==> src/rtl/alu_req_arbiter.sv <==
// Round-robin arbiter sharing one combinational ALU between two requesters.
// Optional ALU_ARB_FLAGS_EN adds registered rsp_zero/rsp_neg result flags.
module alu_req_arbiter #(
  parameter int DW        = 32,
  parameter int OPW       = 5,
  parameter int PRIO_INIT = 0
) (
  input  logic           clk,
  input  logic           rst_n,
  input  logic           req0_valid,
  output logic           req0_ready,
  input  logic [DW-1:0]  req0_a,
  input  logic [DW-1:0]  req0_b,
  input  logic [OPW-1:0] req0_op,
  input  logic           req1_valid,
  output logic           req1_ready,
  input  logic [DW-1:0]  req1_a,
  input  logic [DW-1:0]  req1_b,
  input  logic [OPW-1:0] req1_op,
  output logic           rsp0_valid,
  input  logic           rsp0_ready,
  output logic           rsp1_valid,
  input  logic           rsp1_ready,
  output logic [DW-1:0]  rsp_data,
`ifdef ALU_ARB_FLAGS_EN
  output logic           rsp_zero,
  output logic           rsp_neg,
`endif
  output logic [DW-1:0]  alu_a,
  output logic [DW-1:0]  alu_b,
  output logic [OPW-1:0] alu_op,
  input  logic [DW-1:0]  alu_out,
  output logic           busy
);

  typedef enum logic [1:0] {
    IDLE = 2'd0,
    EXEC = 2'd1,
    RESP = 2'd2
  } state_t;

  state_t state;
  logic   prio;
  logic   owner;
  logic   gnt0;
  logic   gnt1;
  logic   rsp_hs;
  logic   idle;

  // prio only matters when both requesters contend
  assign gnt0 = req0_valid & (~req1_valid | ~prio);
  assign gnt1 = req1_valid & (~req0_valid | prio);
  assign idle = (state == IDLE);

  assign req0_ready = rst_n & idle & gnt0;
  assign req1_ready = rst_n & idle & gnt1;

  assign rsp_hs = (rsp0_valid & rsp0_ready)
                | (rsp1_valid & rsp1_ready);

  always_ff @(posedge clk or negedge rst_n) begin
    if (!rst_n) begin
      state      <= IDLE;
      prio       <= (PRIO_INIT != 0);
      owner      <= 1'b0;
      alu_a      <= '0;
      alu_b      <= '0;
      alu_op     <= '0;
      rsp_data   <= '0;
      rsp0_valid <= 1'b0;
      rsp1_valid <= 1'b0;
      busy       <= 1'b0;
`ifdef ALU_ARB_FLAGS_EN
      rsp_zero   <= 1'b0;
      rsp_neg    <= 1'b0;
`endif
    end else begin
      unique case (state)
        IDLE: begin
          if (req0_ready) begin
            owner  <= 1'b0;
            alu_a  <= req0_a;
            alu_b  <= req0_b;
            alu_op <= req0_op;
            state  <= EXEC;
            busy   <= 1'b1;
          end else if (req1_ready) begin
            owner  <= 1'b1;
            alu_a  <= req1_a;
            alu_b  <= req1_b;
            alu_op <= req1_op;
            state  <= EXEC;
            busy   <= 1'b1;
          end
        end
        EXEC: begin
          rsp_data   <= alu_out;
`ifdef ALU_ARB_FLAGS_EN
          rsp_zero   <= (alu_out == '0);
          rsp_neg    <= alu_out[DW-1];
`endif
          alu_op     <= '0;
          rsp0_valid <= ~owner;
          rsp1_valid <= owner;
          state      <= RESP;
        end
        RESP: begin
          if (rsp_hs) begin
            rsp0_valid <= 1'b0;
            rsp1_valid <= 1'b0;
            prio       <= ~owner;
            state      <= IDLE;
            busy       <= 1'b0;
          end
        end
        default: begin
          state <= IDLE;
          busy  <= 1'b0;
        end
      endcase
    end
  end

endmodule

==> config.mk <==
export PLATFORM = sky130hd
export DESIGN_NAME = alu_req_arbiter
export DESIGN_NICKNAME = d
export VERILOG_FILES = /design/src/rtl/alu_req_arbiter.sv
export SDC_FILE = /design/constraint.sdc
export NUM_CORES = 1
export LEC_CHECK = 0
export ABC_AREA = 1
export BUFFER_PORTS_ARGS = -buffer_cell sky130_fd_sc_hd__buf_2
export CAP_MARGIN = 30
export CORE_AREA = 2 2 109 111
export CTS_CLUSTER_DIAMETER = 100
export CTS_CLUSTER_SIZE = 25
export DETAILED_ROUTE_END_ITERATION = 10
export DIE_AREA = 0 0 111 113
export GPL_TIMING_DRIVEN = 0
export HOLD_SLACK_MARGIN = 0.05
export PLACE_DENSITY = 0.82
export SYNTH_ARGS = -nofsm -noshare
export SYNTH_HDL_FRONTEND = slang
export SYNTH_SLANG_ARGS = --single-unit
==> constraint.sdc <==
create_clock -name clk -period 2 [get_ports clk]
set_input_delay 0.6 -clock clk [delete_from_list [all_inputs] [get_ports clk]]
set_output_delay 0.6 -clock clk [all_outputs]
set_load 0.02 [all_outputs]
==> results list, run 1 <==
- Worst hold-check path type: input port to asynchronous set/reset pin
- Global routing used 24.0% of the available tracks across all layers.
- Number of distinct library cells after synthesis: 16
- After synthesis, the share of flip-flops with an asynchronous set or reset is 100%.
- The share of total power dissipated in combinational logic is 47.2%.
* Portion of total power attributed to sequential cells: 36.8%
* Count of endpoints failing hold in the final timing report: 0
* Switching power: 4.56 mW
- Critical-path top delay cell: dfrtp_1
- Top fanout value on the critical path: 6
- Sequential element share of the synthesized area: 54.1%
- Row count: 39
- Commonest cells in the synthesized netlist: 315 x nand2_1, 108 x dfrtp_1, 75 x inv_1
* TritonCTS buffer count: 9
- TritonCTS built the clock tree.
- STA classifies the critical path endpoint as a primary output.
- Routability-driven placement finished with a final weighted congestion of 0.882.
- EDFF count, synth: 0
- The routed design uses 7.21 mm of met2 wire.
- The detailed router finished its first iteration with 248 violations.
- CTS root buf: clkbuf_16
- Traced cell by cell, the critical path runs through nor2_2, nand2_2, nor2_4, buf_6, buf_4.
- Total power: 10.3 mW
* Per-cell routed wire length: 13.8 microns
* Category of the critical setup timing path: flop to primary output
* Total core area: 11300 sq um
* Final setup vio count: 0
- Minimum clock period after layout: 1.96 ns
- For this run, the slowest stage of the critical path takes 0.41 ns.
- After synthesis, the largest area contributor takes up 54.1% of total cell area.
- Gate Count Post-Synth: 624
- Cells with a size suffix above 1 make up 37.4% of the layout.
* I/O pin count: 282
- Sorting the synthesized cells by area gives the leading types as dfrtp_1 54%, nand2_1 24%, o211ai_1 10%, inv_1 5.6%, buf_2 2.2%.
* Actual transition at the worst max-transition pin: 0.599 ns
- Largest net degree at the start of global routing: 34
- Total wirelength of the detailed-routed design: 14.9 mm
- The longest clock path from root to sink contains 2 buffers.
- Area delta synth->final: 42.4%
- For the worst flop-to-flop path, the logic depth is 11.
* Switching power share of the total: 44.1%
* Post-route ant nets: 0
- On the final layout, the worst hold slack is 0.0652 ns.
* Result of the run: complete, no violations
- The clock reaches the later pin of the worst-skew pair after 0.34 ns.
- Wire segments on met3 add up to 1.02 mm in the final route.
- The first detailed-routing pass took 4 iterations.
* Width of the chip: 111 microns
- Total vias in the final route: 5159
* Fill cell instance count of the final layout: 983
- The via count of the first global-routing pass was 5038.
- Dividing the detail-routed via count by the number of cells gives 4.79.
- Number of sinks driven by the clock tree: 108
* Synth warnings: 0
* Headroom to the max-slew limit: 60.1%
- The net count of the finished layout is 1104.
* Clock tree skew after final layout: 0.00882 ns
- The highest metal layer carrying signal wires in the routed design is met4.
- Cell internal power was estimated by the tool at 5.76 mW.
- By instance count, the leading cell after synthesis is nand2_1.
* Arrival @ worst endpoint: 1.36 ns
- The first global-routing pass estimated 24.3 mm of wire.
- Critical path launch point type: flop
- Cell area after technology mapping: 5000 sq um
- Antenna violations before repair: 1
- For this design the static power due to leakage is 4.43 nW.
- Max-cap viol count: 0
- Die outline height: 113 microns
* Post-Synthesis Mean Instance Area: 8.01 sq um
- Die area: 12500 sq um
- Grt total ovfl: 0
- Flip-flop and latch count after synthesis: 108
- The number of nets handed over by synthesis was 800.
- In this run the critical register-to-register path is captured at alu_b[26].
* Worst Path Required: 1.40 ns
- Power Dens Cells: 1450 nW/um^2
* Post-synthesis cell type with the largest combined area: dfrtp_1
* Met1 routed wirelength after detailed routing: 6.22 mm
- Final TNS setup: 0 ns
- Buffers added on ports: 281
* Part of the total power dissipated in the clock network: 16.0%
* Fmax: 510 MHz
- Register-to-Register Setup Slack: 0.23 ns
- Remaining routing DRC violations: 0
- After layout, the worst path uses 98.0% of the clock period.
- The H-tree generated during clock tree synthesis spans 3 levels.
- HPWL after detailed placement: 11.1 mm
* Clk slew on worst S/H paths: 0.07 ns
- Number of buffer and inverter instances along the worst setup path: 2
* Count of pins over their slew limit: 0
* Most frequently used flop master after synthesis: dfrtp_1
* R2R Path Start: state[0]
- Once the floorplan was initialized, standard cells occupied 44.3% of the core.
* Worst path top cell family by delay: flip-flops
- VDD IR-drop max: 0.927 mV
[state kept, by name, summed over array words and instances (netlist names)]
signal      flops
alu_a          32
rsp0_valid      1
alu_b          32
rsp_data       32
alu_op          5
prio            1
owner           1
state           2
busy            1
rsp1_valid      1
[worst max path at each step]
stage | start | end | slack, ns | cells past startpoint
detailed placement | rst_n | req0_ready | -0.81 | 6
finish | state[1] | req0_ready | 0.04 | 5
CTS | state[0] | req0_ready | 0.001 | 5
global placement | rst_n | req0_ready | -1.82 | 5
global route | state[1] | req0_ready | -0.03 | 5
floorplan | req1_valid | req0_ready | 0.31 | 4
[metal layers]
| layer | vias up | track usage, % |
|---|---|---|
| li1 | 2540 | - |
| met2 | 207 | 40.7 |
| met5 | - | 0 |
| met3 | 27 | 5.03 |
| met1 | 2385 | 30.3 |
| met4 | 0 | 10.0 |
[power groups by stage]
stage               clock [mW]  sequential (mW)  combinational, mW
CTS                       1.67             3.79               4.87
global route              1.77             3.92               5.37
global placement             0             3.78               4.70
floorplan                    0             5.05               1.71
finish                    1.65             3.79               4.87
detailed placement           0             3.79               4.82
[repair_timing]
action / in CTS / in global routing
resized for setup: 10 / 2
hold endpoints to repair: 0 / 0
buffers inserted: 1 / 6
gates cloned: 4 / 0
pin swaps: 0 / 3
hold buffers: 0 / 0
setup endpoints to repair: 73 / 2
[cell families after synthesis]
| group | count (synthesis) | share of synthesized area [%] |
|---|---|---|
| AND/OR/NAND/NOR | 326 | 24.8 |
| AO/OA/AOI/OAI | 76 | 11.1 |
| buffers and inverters | 114 | 10.0 |
| flip-flops | 108 | 54.1 |
[through the flow]
stage | util (%) | instances | setup WS (ns) | cell area, sq um
final | 63.1 | 1077 | 0.0409 | 7120
after global routing | 63.1 | 1077 | -0.0338 | 7120
after CTS | 62.7 | 1070 | 0.00131 | 7060
after detailed placement | 58.7 | 1049 | -0.811 | 6610
after global placement | 58.4 | 1048 | -1.82 | 6580
after floorplan | - | 624 | 0.312 | 5000
[cell usage in the layout (no fill, tap or decap)]
cell type / n
buf_4: 9
nor2_4: 1
inv_2: 4
clkbuf_16: 9
nand3_1: 2
clkinv_4: 1
nor2_2: 3
buf_2: 299
nand2_2: 4
inv_6: 2
a21boi_1: 1
dfrtp_1: 108
a31oi_1: 1
nand2_1: 314
clkbuf_1: 7
buf_6: 7
a21oi_1: 2
bufbuf_16: 4
o21ai_0: 3
nor2_1: 2
diode_2: 1
buf_16: 2
clkinv_2: 3
o211ai_1: 69
clkinvlp_4: 1
inv_1: 75
[area by class of cell]
type | count | area [sq um] | share of cell area (%)
diodes | 1 | 2.50 | 0.0352
plain buffers | 35 | 210 | 2.95
clock buffers | 9 | 225 | 3.16
clock inverters | 7 | 48.8 | 0.686
inverters | 79 | 297 | 4.17
multi-input cells | 402 | 1810 | 25.4
flip-flops and latches | 108 | 2700 | 38.0
well taps | 143 | 179 | 2.51
repair buffers | 293 | 1640 | 23.1
No activity file was read; power rests on OpenSTA's default activity.
==> inputs of run 2 (changes only) <==
--- a/config.mk
+++ b/config.mk
@@ -15,7 +15,7 @@
 export DIE_AREA = 0 0 111 113
 export GPL_TIMING_DRIVEN = 0
 export HOLD_SLACK_MARGIN = 0.05
-export PLACE_DENSITY = 0.82
+export PLACE_DENSITY = 0.89
 export SYNTH_ARGS = -nofsm -noshare
 export SYNTH_HDL_FRONTEND = slang
 export SYNTH_SLANG_ARGS = --single-unit
==> run 2 against run 1 <==
Net effect: routed wire length increased by 0.81%; count of clock-buffer cells in the layout unchanged; largest cell class unchanged; clock power increased by 12%; critical endpoint unchanged; non-clock buffer count down 6.
==> results list, run 2 (same netlist as run 1, synthesis figures left out) <==
- Headroom to the max-slew limit: 51.3% (-8.8 points)
- Post-route ant nets: 0 (unchanged)
- Number of DRC markers in iteration 0: 236 (-4.8%)
* Leakage Power: 4.37 nW (-1.3%)
- The clock tree skew after final layout was 0.00961 ns (+0.000793 ns).
* Commonest non-fill, non-tap cells in the layout: 314 x nand2_1, 299 x buf_2, 108 x dfrtp_1, 74 x inv_1, 69 x o211ai_1
* Initial standard-cell utilization of the core: 44.3% (unchanged)
- The worst slack at placement came to -0.526 ns (+0.285 ns).
- The reg-to-reg setup timing slack is 0.30 ns (+0.07 ns).
* Fill cell instance count of the final layout: 971 (-1.2%)
- The number of antenna repair diodes is 0 (-1).
- Count of pins over their slew limit: 0 (unchanged)
- I/O pin count: 282 (unchanged)
- Result of the run: complete, no violations
- The DRC violation count after routing was 0 (unchanged).
- The maximum ir drop on the vdd rail came to 0.869 mV (-6.2%).
- Detailed-route vias per instance: 4.77 (-0.50%)
* Wire length of the first global-routing pass: 24.2 mm (-0.60%)
- Clk slew on worst S/H paths: 0.07 ns (about the same)
- The clock buffer count from CTS was 9 (unchanged).
* R2R Path Start: prio
- The power per unit of standard cell area was 1490 nW/um^2 (+2.7%).
- Relative to the synthesized area, the layout overhead comes to 40.7%.
- The placed wire-length estimate after detailed placement is 11.2 mm (+1.5%).
* Number of hold buffers added after cts: 0 (unchanged)
- Clock insertion delay at the later pin of the skew report: 0.35 ns (about the same)
- The length of the first detailed-routing pass in iterations came to 6 (+2).
- The leftover overflow at the end of global routing is 0 (unchanged).
- The hold violation count in the final report was 0 (unchanged).
- The via count of the first global-routing pass was 5061 (+0.46%).
- The count of non-filler cells in the finished layout came to 1070 (-0.65%).
* Top fanout value on the critical path: 3 (-3)
* Critical path launch point type: flop
- Number of sinks driven by the clock tree: 108 (unchanged)
- The routed length on met1 was 6.12 mm (-1.7%).
- Antenna violations before repair: 0 (-1)
- CP Capture Type: primary output
- Least setup slack across all paths after layout: 0.0575 ns (+0.0166 ns)
- Number of buffers on the longest clock path: 2 (unchanged)
* RSZ-0062 raised after global routing: yes
* Buffers added on ports: 281 (unchanged)
* Total core area: 11300 sq um (unchanged)
- Category of the critical setup timing path: flop to primary output
* Total vias in the final route: 5100 (-1.1%)
* Inst Count DP: 1049 (unchanged)
- Final setup vio count: 0 (unchanged)
* Worst hold-check path type: input port to asynchronous set/reset pin
* Total wirelength of the detailed-routed design: 15.0 mm (+0.81%)
- The post-detailed-route wirelength per cell was 14.0 microns (+1.5%).
* Actual transition at the worst max-transition pin: 0.731 ns (+0.132 ns)
- Number of cells on the worst reg-to-reg path: 8 (-3)
* Row count: 39 (unchanged)
* Proportion of layout cells with a drive suffix above 1: 37.1% (-0.30 points)
- Total number of nets in the final design: 1098 (-0.54%)
- The H-tree depth is 3 (unchanged).
- Most frequent standard cell in the layout excluding fill and tap cells: nand2_1
- The required time reported for the critical path endpoint was 1.40 ns (about the same).
- The period utilization was 97.1% (-0.83 points).
- Die area: 12500 sq um (unchanged)
* CTS tree: built
- The global-route usage over all layers came to 24.2% (+0.21 points).
- The number of violations of the max-capacitance limit is 0 (unchanged).
* Met3 WL post-DR: 1.10 mm (+7.5%)
* Minimum clock period after layout: 1.94 ns (-0.0166 ns)
- The routability congestion estimate is 0.874 (-0.84%).
* Largest net degree at the start of global routing: 59 (+74%)
- Largest registers: alu_a: 32 flops, alu_b: 32 flops, rsp_data: 32 flops
* Met2 wire length: 7.41 mm (+2.8%)
- The highest layer touched by signal routing is met4.
- The worst hold slack was 0.0704 ns (+0.00515 ns).
- The vertical extent of the die is 113 microns (unchanged).
- The data arrival time of the critical path is 1.34 ns (-0.02 ns).
- The chip width is 111 microns (unchanged).
* Fmax: 515 MHz (+0.86%)
- CTS root buf: clkbuf_16
- In this run the critical register-to-register path is captured at alu_a[15].
run 2: cell types whose count changed in the layout (fill, tap and decap cells not counted):
cell	previous run	this run
inv_2	4	5
clkinvlp_4	1	0
inv_1	75	74
inv_6	2	3
clkinv_2	3	0
bufbuf_16	4	1
clkinv_4	1	3
buf_4	9	5
bufinv_16	0	1
buf_6	7	8
diode_2	1	0
run 2: timing repair:
action / in CTS / in global routing
endpoints found under the setup margin: 70 / 2
setup buffers: 1 / 3
cloned: 1 / 0
pin swaps: 1 / 3
hold endpoints to repair: 0 / 0
resized for setup: 9 / 5
run 2: final cells by class:
| cell class | count | area [sq um] | area share (%) |
|---|---|---|---|
| repair buffers | 287 | 1530 | 21.7 |
| plain buffers | 35 | 210 | 2.99 |
| well taps | 143 | 179 | 2.54 |
| inverters | 79 | 297 | 4.22 |
| clock buffers | 9 | 225 | 3.20 |
| flip-flops and latches | 108 | 2700 | 38.4 |
| clock inverters | 7 | 82.6 | 1.17 |
| multi-input cells | 402 | 1810 | 25.7 |
run 2: worst max-delay path, cell delays in order, from the launching register on:
cell and delay (ns):
dfrtp_1 0.41, nor2_2 0.13, nand2_1 0.07, nor2_2 0.13, buf_6 0.12, buf_4 0.13
run 2: worst max-delay path by stage:
stage | depth (start not counted) | endpoint | start | slack, ns
floorplan | 4 | req0_ready | req1_valid | 0.31
global placement | 5 | req0_ready | rst_n | -1.82
detailed placement | 5 | req0_ready | rst_n | -0.53
CTS | 5 | req0_ready | state[0] | -0.02
global route | 5 | req0_ready | state[0] | -0.008
finish | 5 | req0_ready | state[0] | 0.06
run 2: metrics by stage:
step	total power, mW	util (%)	setup TNS, ns	cell area, sq um
6_report	10.5	62.4	0	7030
5_1_grt	11.2	62.4	-0.0117	7030
4_1_cts	10.5	62.1	-0.0197	7000
3_5_place_dp	8.62	58.7	-32.36	6610
2_1_floorplan	6.75	-	0	5000
3_3_place_gp	8.47	58.4	-223.24	6580
run 2: report_power, final:
part           switching (mW)  total, mW  internal, mW
Clock                   0.843       1.84         0.992
Sequential              0.567       3.80          3.23
Combinational            3.20       4.84          1.64
Total                    4.61       10.5          5.86
run 2: metal layers:
layer / vias up / GRT usage, %
met5: - / 0
met1: 2312 / 30.1
met2: 231 / 41.8
met3: 29 / 4.87
met4: 0 / 9.75
li1: 2528 / -
